**config.mk**
```make
export PLATFORM = sky130hd
export DESIGN_NAME = beep_tone_gen
export DESIGN_NICKNAME = d
export VERILOG_FILES = /design/src/rtl/beep_tone_gen.sv
export SDC_FILE = /design/constraint.sdc
export NUM_CORES = 1
export LEC_CHECK = 0
export CORE_MARGIN = 10
export CORE_UTILIZATION = 44
export CTS_CLUSTER_SIZE = 12
export DETAILED_ROUTE_END_ITERATION = 10
export PLACE_DENSITY_LB_ADDON = 0.2
export SYNTH_ARGS = -nofsm -noshare
export SYNTH_HDL_FRONTEND = slang
export SYNTH_SLANG_ARGS = --single-unit
```
**constraint.sdc**
```tcl
create_clock -name sys_clk -period 2.8 [get_ports sys_clk]
set_input_delay 0.56 -clock sys_clk [delete_from_list [all_inputs] [get_ports sys_clk]]
set_output_delay 0.56 -clock sys_clk [all_outputs]
set_load 0.01 [all_outputs]
```
**src/rtl/beep_tone_gen.sv**
```systemverilog
// Multi-key debounced buzzer: the lowest pressed key selects a square-wave pitch.
// Define BEEP_LATCH_EN for latch mode, where a press toggles/switches the tone instead of holding it.
module beep_tone_gen #(
  parameter int unsigned KEY_NUM    = 4,
  parameter int unsigned DEB_CYCLES = 1_000_000,
  parameter int unsigned BASE_HALF  = 95_556,
  parameter int unsigned STEP_HALF  = 10_000,
  localparam int unsigned IdxW      = (KEY_NUM > 1) ? $clog2(KEY_NUM) : 1
) (
  input  logic               sys_clk,
  input  logic               rst_n,
  input  logic [KEY_NUM-1:0] key,
  output logic               beep,
  output logic [KEY_NUM-1:0] led,
  output logic               tone_vld,
  output logic [IdxW-1:0]    tone_idx
);

  localparam int unsigned DebW    = (DEB_CYCLES > 1) ? $clog2(DEB_CYCLES) : 1;
  localparam int unsigned MaxHalf = BASE_HALF + (KEY_NUM - 1) * STEP_HALF;
  localparam int unsigned CntW    = $clog2(MaxHalf + 1);

  typedef logic [KEY_NUM-1:0][CntW-1:0] half_tab_t;

  // Terminal count (HALF(i)-1) for each tone.
  function automatic half_tab_t gen_half_tab();
    half_tab_t tab;
    for (int unsigned i = 0; i < KEY_NUM; i++) begin
      tab[i] = CntW'(BASE_HALF + i * STEP_HALF - 1);
    end
    return tab;
  endfunction

  localparam half_tab_t HalfM1 = gen_half_tab();

  typedef enum logic {StIdle, StPlay} state_e;

  logic [KEY_NUM-1:0] r_sync1, r_sync2, r_stable, r_led;
  logic [DebW-1:0]    r_deb_cnt [KEY_NUM];
  state_e             r_state;
  logic [CntW-1:0]    r_cnt;
  logic               r_beep;
  logic [IdxW-1:0]    r_idx;
  logic               w_wrap;

  always_ff @(posedge sys_clk) begin
    if (!rst_n) begin
      r_sync1  <= '1;
      r_sync2  <= '1;
      r_stable <= '1;
      r_led    <= '0;
      for (int i = 0; i < int'(KEY_NUM); i++) r_deb_cnt[i] <= '0;
    end else begin
      r_sync1 <= key;
      r_sync2 <= r_sync1;
      r_led   <= ~r_stable;
      for (int i = 0; i < int'(KEY_NUM); i++) begin
        if (r_sync2[i] == r_stable[i]) begin
          r_deb_cnt[i] <= '0;
        end else if (r_deb_cnt[i] == DebW'(DEB_CYCLES - 1)) begin
          r_stable[i]  <= r_sync2[i];
          r_deb_cnt[i] <= '0;
        end else begin
          r_deb_cnt[i] <= r_deb_cnt[i] + 1'b1;
        end
      end
    end
  end

  assign w_wrap = (r_cnt == HalfM1[r_idx]);

`ifdef BEEP_LATCH_EN
  logic [KEY_NUM-1:0] r_prev, w_ev;
  logic [IdxW-1:0]    w_ev_idx;
  logic               w_ev_any;

  always_ff @(posedge sys_clk) begin
    if (!rst_n) r_prev <= '1;
    else        r_prev <= r_stable;
  end

  // Press event = debounced 1->0 transition; lowest index wins.
  always_comb begin
    w_ev     = r_prev & ~r_stable;
    w_ev_any = |w_ev;
    w_ev_idx = '0;
    for (int i = int'(KEY_NUM) - 1; i >= 0; i--) begin
      if (w_ev[i]) w_ev_idx = IdxW'(i);
    end
  end

  always_ff @(posedge sys_clk) begin
    if (!rst_n) begin
      r_state <= StIdle;
      r_cnt   <= '0;
      r_beep  <= 1'b0;
      r_idx   <= '0;
    end else if (w_ev_any) begin
      r_cnt  <= '0;
      r_beep <= 1'b0;
      if (r_state == StPlay && w_ev_idx == r_idx) begin
        r_state <= StIdle;
        r_idx   <= '0;
      end else begin
        r_state <= StPlay;
        r_idx   <= w_ev_idx;
      end
    end else if (r_state == StPlay) begin
      if (w_wrap) begin
        r_cnt  <= '0;
        r_beep <= ~r_beep;
      end else begin
        r_cnt <= r_cnt + 1'b1;
      end
    end
  end
`else
  logic [IdxW-1:0] w_sel;
  logic            w_any;

  always_comb begin
    w_any = ~&r_stable;
    w_sel = '0;
    for (int i = int'(KEY_NUM) - 1; i >= 0; i--) begin
      if (!r_stable[i]) w_sel = IdxW'(i);
    end
  end

  always_ff @(posedge sys_clk) begin
    if (!rst_n) begin
      r_state <= StIdle;
      r_cnt   <= '0;
      r_beep  <= 1'b0;
      r_idx   <= '0;
    end else if (!w_any) begin
      r_state <= StIdle;
      r_cnt   <= '0;
      r_beep  <= 1'b0;
      r_idx   <= '0;
    end else if (r_state == StIdle || w_sel != r_idx) begin
      // New or changed pitch restarts from a fresh low half-period.
      r_state <= StPlay;
      r_cnt   <= '0;
      r_beep  <= 1'b0;
      r_idx   <= w_sel;
    end else if (w_wrap) begin
      r_cnt  <= '0;
      r_beep <= ~r_beep;
    end else begin
      r_cnt <= r_cnt + 1'b1;
    end
  end
`endif

  assign beep     = r_beep;
  assign led      = r_led;
  assign tone_vld = (r_state == StPlay);
  assign tone_idx = r_idx;

endmodule

```
==> impl_metrics.env, run 1 <==
export IMPL_drt_total_wl_um=11220
export IMPL_io_pins=14
export IMPL_cts_setup_buffers=0
export IMPL_end_kind="register"
export IMPL_portBuffers=13
export IMPL_vias=4510
export IMPL_clockBufferDepth=2
export IMPL_ys_seq_area_frac=0.5206
export IMPL_via_per_inst=5.131
export IMPL_cts_buffers=17
export IMPL_gr_max_usage_layer="met2"
export IMPL_fin_skew_ns=0.008678
export IMPL_start_util=0.4523
export IMPL_grt_max_degree=25
export IMPL_finalPower_mw=4.280
export IMPL_cts_tree="built"
export IMPL_setup_tns_final_ns=0
export IMPL_final_cell_mix="edfxtp_1 (80), conb_1 (80), nor2_1 (55)"
export IMPL_drt_iter0_markers=282
export IMPL_synth_cell_types=54
export IMPL_rsz0062_at_grt="no"
export IMPL_status="completed"
export IMPL_dpl_instance_area_sq_mm=0.006649
export IMPL_use_met3=0.04472
export IMPL_area_delta_synth_final_pct=20.00
export IMPL_p_per_area_mw_per_mm2=590.7
export IMPL_syn_inst=592
export IMPL_synthFlopType="edfxtp_1"
export IMPL_post_cts_resize_count=0
export IMPL_hpwl_um=7898
export IMPL_ys_seq_elements=117
export IMPL_cp_required_ns=2.96
export IMPL_detail_route_wl_per_cell_um=12.76
export IMPL_grt_pass1_wl_um=19770
export IMPL_tightest_slew_ns=0.4899
export IMPL_core_area_sq_mm=0.01335
export IMPL_max_freq_mhz=413.3
export IMPL_finalCritPeriodShare=0.8641
export IMPL_whs_ns=0.4086
export IMPL_clk_latency_ns=0.41
export IMPL_met2_usage=0.2126
export IMPL_postLayoutCoreUtil=0.5427
export IMPL_dieWidth_um=137.1
export IMPL_slew_violations=0
export IMPL_cts_sinks=117
export IMPL_grt_use_met1=0.1551
export IMPL_antenna_cells=0
export IMPL_synthArstFlopShare=0
export IMPL_gp_congestion=0.8210
export IMPL_crit_fanout=15
export IMPL_fin_area_sq_mm=0.007244
export IMPL_hold_class="register to register"
export IMPL_grt_usage=0.1305
export IMPL_critical_path_class="register to register"
export IMPL_grt_pass1_vias=4343
export IMPL_dr_pass1_iters=4
export IMPL_arrival_ns=2.58
export IMPL_peakVddDrop_uv=491.2
export IMPL_nNetsFinal=703
export IMPL_syn_avg_cell_area_sq_um=10.20
export IMPL_p_leak_nw=2.475
export IMPL_row_count=42
export IMPL_h_tree_depth=4
export IMPL_cts_root_buf="clkbuf_16"
export IMPL_grt_overflow_total=0
export IMPL_setup_viol=0
export IMPL_die_h_um=137.1
export IMPL_detail_route_antenna_nets=0
export IMPL_cts_hold_buffers=0
export IMPL_slew_headroom=0.6709
export IMPL_drive_above_1_share=0.06401
export IMPL_die_area_sq_mm=0.01881
export IMPL_synth_edf_count=80
export IMPL_ys_warn_count=0
export IMPL_max_cap_viol_count=0
export IMPL_worstSetupStartpointType="register"
export IMPL_antenna_found_initial=0
export IMPL_clk_pin_slew_ns=0.05
export IMPL_synth_area_sq_mm=0.006037
export IMPL_drc=0
export IMPL_min_period_ns=2.419
export IMPL_hold_viol=0
[layout make-up]
class                           instances  area, sq um
Fill cell                            1210         6103
Inverter                               26        97.59
Timing Repair Buffer                   21        190.2
Clock buffer                           19        432.9
Tap cell                              176        220.2
Multi-Input combinational cell        507         2998
Sequential cell                       117         3143
Clock inverter                         13        162.7
[sequential cells by signal, indices dropped and copies added (netlist names)]
| name | cells |
|---|---|
| beep | 1 |
| r_sync2 | 4 |
| r_cnt | 17 |
| r_deb_cnt | 80 |
| tone_idx | 2 |
| led | 4 |
| tone_vld | 1 |
| r_stable | 4 |
| r_sync1 | 4 |
[cells by family (layout without fill, tap and decap cells)]
group	count (synthesis)	in the layout	synth area share
flops	117	117	0.5206
simple gates	275	275	0.2531
compound gates	80	80	0.08477
other cells	1	80	0.0006212
xor+xnor	64	64	0.09285
buf+inv	47	79	0.03192
mux	1	1	0.001658
fa+ha+maj	7	7	0.01451
[cells in the mapped netlist (12+ instances only)]
| cell type | instances | area [sq um] |
|---|---|---|
| xor2_1 | 35 | 306.5 |
| xnor2_1 | 29 | 254.0 |
| inv_1 | 26 | 97.59 |
| nor3_1 | 27 | 135.1 |
| clkbuf_1 | 15 | 56.30 |
| dfxtp_1 | 37 | 740.7 |
| o21ai_0 | 18 | 90.09 |
| nor2_1 | 55 | 206.5 |
| nand4_1 | 21 | 131.4 |
| or4_1 | 14 | 105.1 |
| nand2_1 | 31 | 116.4 |
| or3_1 | 16 | 100.1 |
| nand3_1 | 38 | 190.2 |
| a21oi_1 | 27 | 135.1 |
| nor4_1 | 12 | 75.07 |
| edfxtp_1 | 80 | 2402 |
[path summary, 6_finish.rpt]
kind	from	endpoint	slack, ns	depth (start not counted)
hold / removal	r_sync1[1]$_SDFF_PN1_	r_sync2[1]$_SDFF_PN1_	0.41	1
hold reg to reg	r_sync1[1]$_SDFF_PN1_	r_sync2[1]$_SDFF_PN1_	0.41	1
setup reg to reg	r_deb_cnt[3][6]$_SDFFCE_PN0P_	r_deb_cnt[3][2]$_SDFFCE_PN0P_	0.38	5
setup / recovery	r_deb_cnt[3][6]$_SDFFCE_PN0P_	r_deb_cnt[3][2]$_SDFFCE_PN0P_	0.38	5
[worst max-delay path: stages (launching register included)]
cell and delay (ns):
edfxtp_1 0.47, or4b_1 0.55, or4_4 0.54, o211ai_2 0.27, buf_4 0.26, nor2_1 0.07
[routing by layer]
metal / vias up / routed length, um
met4: 0 / 138
met3: 8 / 377
li1: 2322 / -
met1: 2120 / 5202
met5: - / 0
met2: 60 / 5498
[per-stage QoR]
| step | worst slack, ns | instances |
|---|---|---|
| after detailed placement | 0.3777 | 847 |
| after floorplan | 0.6122 | 671 |
| after global placement | 0.4365 | 847 |
| after CTS | 0.3750 | 879 |
| after global routing | 0.2287 | 879 |
| final | 0.3805 | 879 |
[power breakdown]
part           internal (mW)  leakage [nW]  switching, mW
Combinational         0.0512          1.06         0.0715
Sequential              1.90          1.13         0.0555
Clock                   1.47         0.290          0.732
Total                   3.42          2.48          0.859
No activity file was read; power rests on OpenSTA's default activity.
==> inputs of run 2 (changes only) <==
Settings changed: PLACE_DENSITY_LB_ADDON 0.2 to 0.08.
==> impl_metrics.env, run 2 (synthesized netlist as in run 1, its figures left out) <==
export IMPL_crit_fanout=20
export IMPL_top_register="r_deb_cnt"
export IMPL_io_pins=14
export IMPL_h_tree_depth=4
export IMPL_start_util=0.4523
export IMPL_reg_top3="r_deb_cnt (80), r_cnt (17)"
export IMPL_crit_slowest_cell="or4b_1"
export IMPL_area_delta_synth_final_pct=20.60
export IMPL_slew_violations=0
export IMPL_peakVddDrop_uv=473.2
export IMPL_cts_buffers=17
export IMPL_cts_sinks=117
export IMPL_fin_skew_ns=0.004552
export IMPL_row_count=42
export IMPL_grt_pass1_wl_um=20020
export IMPL_final_cell_mix="edfxtp_1 (80), conb_1 (80), nor2_1 (55)"
export IMPL_portBuffers=13
export IMPL_finalCritPeriodShare=0.8775
export IMPL_drc=0
export IMPL_clk_pin_slew_ns=0.05
export IMPL_antenna_found_initial=0
export IMPL_p_per_area_mw_per_mm2=598.5
export IMPL_max_cap_viol_count=0
export IMPL_dpl_instance_area_sq_mm=0.006656
export IMPL_drt_total_wl_um=11440
export IMPL_detail_route_wl_per_cell_um=13.00
export IMPL_hpwl_um=8142
export IMPL_clk_latency_ns=0.41
export IMPL_dr_pass1_iters=5
export IMPL_drt_iter0_markers=304
export IMPL_cts_hold_buffers=0
export IMPL_arrival_ns=2.63
export IMPL_largest_reg_flops=80
export IMPL_hold_viol=0
export IMPL_max_freq_mhz=407.0
export IMPL_cpPeakStageDelay_ns=0.55
export IMPL_holdPathEnd="r_sync2[2]$_SDFF_PN1_"
export IMPL_end_kind="register"
export IMPL_worstSetupStartpointType="register"
export IMPL_rrSetupSlack_ns=0.34
export IMPL_cts_tree="built"
export IMPL_cts_root_buf="clkbuf_16"
export IMPL_critical_path_class="register to register"
export IMPL_status="completed"
export IMPL_via_per_inst=5.111
export IMPL_cp_required_ns=2.97
export IMPL_detail_route_antenna_nets=0
export IMPL_grt_usage=0.1321
export IMPL_hold_depth=1
export IMPL_hold_class="register to register"
export IMPL_vias=4498
export IMPL_path_delay_family="simple AND/OR/NAND/NOR gates"
export IMPL_fin_area_sq_mm=0.007281
export IMPL_min_period_ns=2.457
export IMPL_slew_headroom=0.4956
export IMPL_holdCritStartpoint="r_sync1[2]$_SDFF_PN1_"
export IMPL_rsz0062_at_grt="no"
export IMPL_p_leak_nw=2.503
export IMPL_reg2reg_from="r_deb_cnt[3][6]$_SDFFCE_PN0P_"
export IMPL_setup_viol=0
export IMPL_reg2reg_depth=5
export IMPL_dieWidth_um=137.1
export IMPL_cts_setup_buffers=0
export IMPL_gp_congestion=0.7998
export IMPL_die_h_um=137.1
export IMPL_grt_max_degree=21
export IMPL_die_area_sq_mm=0.01881
export IMPL_grt_pass1_vias=4381
export IMPL_nNetsFinal=704
export IMPL_path_cells="or4b_1, or4_4, o211ai_2, buf_4, o21ba_1"
export IMPL_clockBufferDepth=2
export IMPL_tightest_slew_ns=0.7532
export IMPL_setup_tns_final_ns=0
export IMPL_antenna_cells=0
export IMPL_core_area_sq_mm=0.01335
export IMPL_post_cts_resize_count=0
export IMPL_r2r_end="r_deb_cnt[3][18]$_SDFFCE_PN0P_"
export IMPL_n_fill_cell=1228
export IMPL_grt_overflow_total=0
export IMPL_worstPathBufferInverterCount=1
export IMPL_drive_above_1_share=0.07102
-- run 2: changes by cell type in the layout (fill, tap and decap cells not counted) --
cell / previous run / this run
clkbuf_8: 0 / 3
clkinvlp_4: 1 / 0
clkinv_1: 4 / 1
clkinv_2: 4 / 6
buf_4: 8 / 9
clkbuf_1: 2 / 1
-- run 2: cell type report --
class                           instances  area, sq um  share of cell area
Inverter                               26        97.59             0.01340
Timing Repair Buffer                   22        197.7             0.02715
Tap cell                              176        220.2             0.03025
Multi-Input combinational cell        507         2998              0.4118
Clock inverter                         11        153.9             0.02114
Clock buffer                           21        470.5             0.06462
Sequential cell                       117         3143              0.4317
-- run 2: worst max path at each step --
stage	depth (start not counted)	slack [ns]	from	end
2_1_floorplan	5	0.61	r_deb_cnt[3][6]$_SDFFCE_PN0P_	r_deb_cnt[3][18]$_SDFFCE_PN0P_
3_3_place_gp	5	0.45	r_deb_cnt[3][6]$_SDFFCE_PN0P_	r_deb_cnt[3][18]$_SDFFCE_PN0P_
3_5_place_dp	6	0.37	r_deb_cnt[0][0]$_SDFFCE_PN0P_	r_deb_cnt[0][9]$_SDFFCE_PN0P_
4_1_cts	5	0.34	r_deb_cnt[3][6]$_SDFFCE_PN0P_	r_deb_cnt[3][18]$_SDFFCE_PN0P_
5_1_grt	6	0.21	r_deb_cnt[0][0]$_SDFFCE_PN0P_	r_deb_cnt[0][4]$_SDFFCE_PN0P_
6_report	5	0.34	r_deb_cnt[3][6]$_SDFFCE_PN0P_	r_deb_cnt[3][18]$_SDFFCE_PN0P_
-- run 2: metrics by stage --
step | total power, mW | cells | hold WS, ns | setup WS, ns | util
detailed placement | 2.115 | 848 | 0.3987 | 0.3675 | 0.4987
global placement | 2.110 | 848 | 0.3868 | 0.4509 | 0.4987
finish | 4.357 | 880 | 0.4084 | 0.3430 | 0.5455
global route | 4.528 | 880 | 0.4359 | 0.2075 | 0.5455
CTS | 4.416 | 880 | 0.4108 | 0.3398 | 0.5455
floorplan | 2.074 | 671 | 0.3863 | 0.6122 | -
-- run 2: metal layers --
layer  GRT usage  wire, um  vias up
li1            -         -     2322
met1      0.1596      5365     2104
met2      0.2150      5497       53
met3     0.03519       361       19
met4     0.06206       215        0
met5           0         0        -
-- run 2: where the power goes --
group          internal (mW)  switching (mW)  total, mW  leakage [nW]
combinational         0.0520          0.0726      0.125          1.06
sequential              1.90          0.0552       1.96          1.13
clock                   1.54           0.730       2.27         0.314
total                   3.50           0.857       4.36          2.50
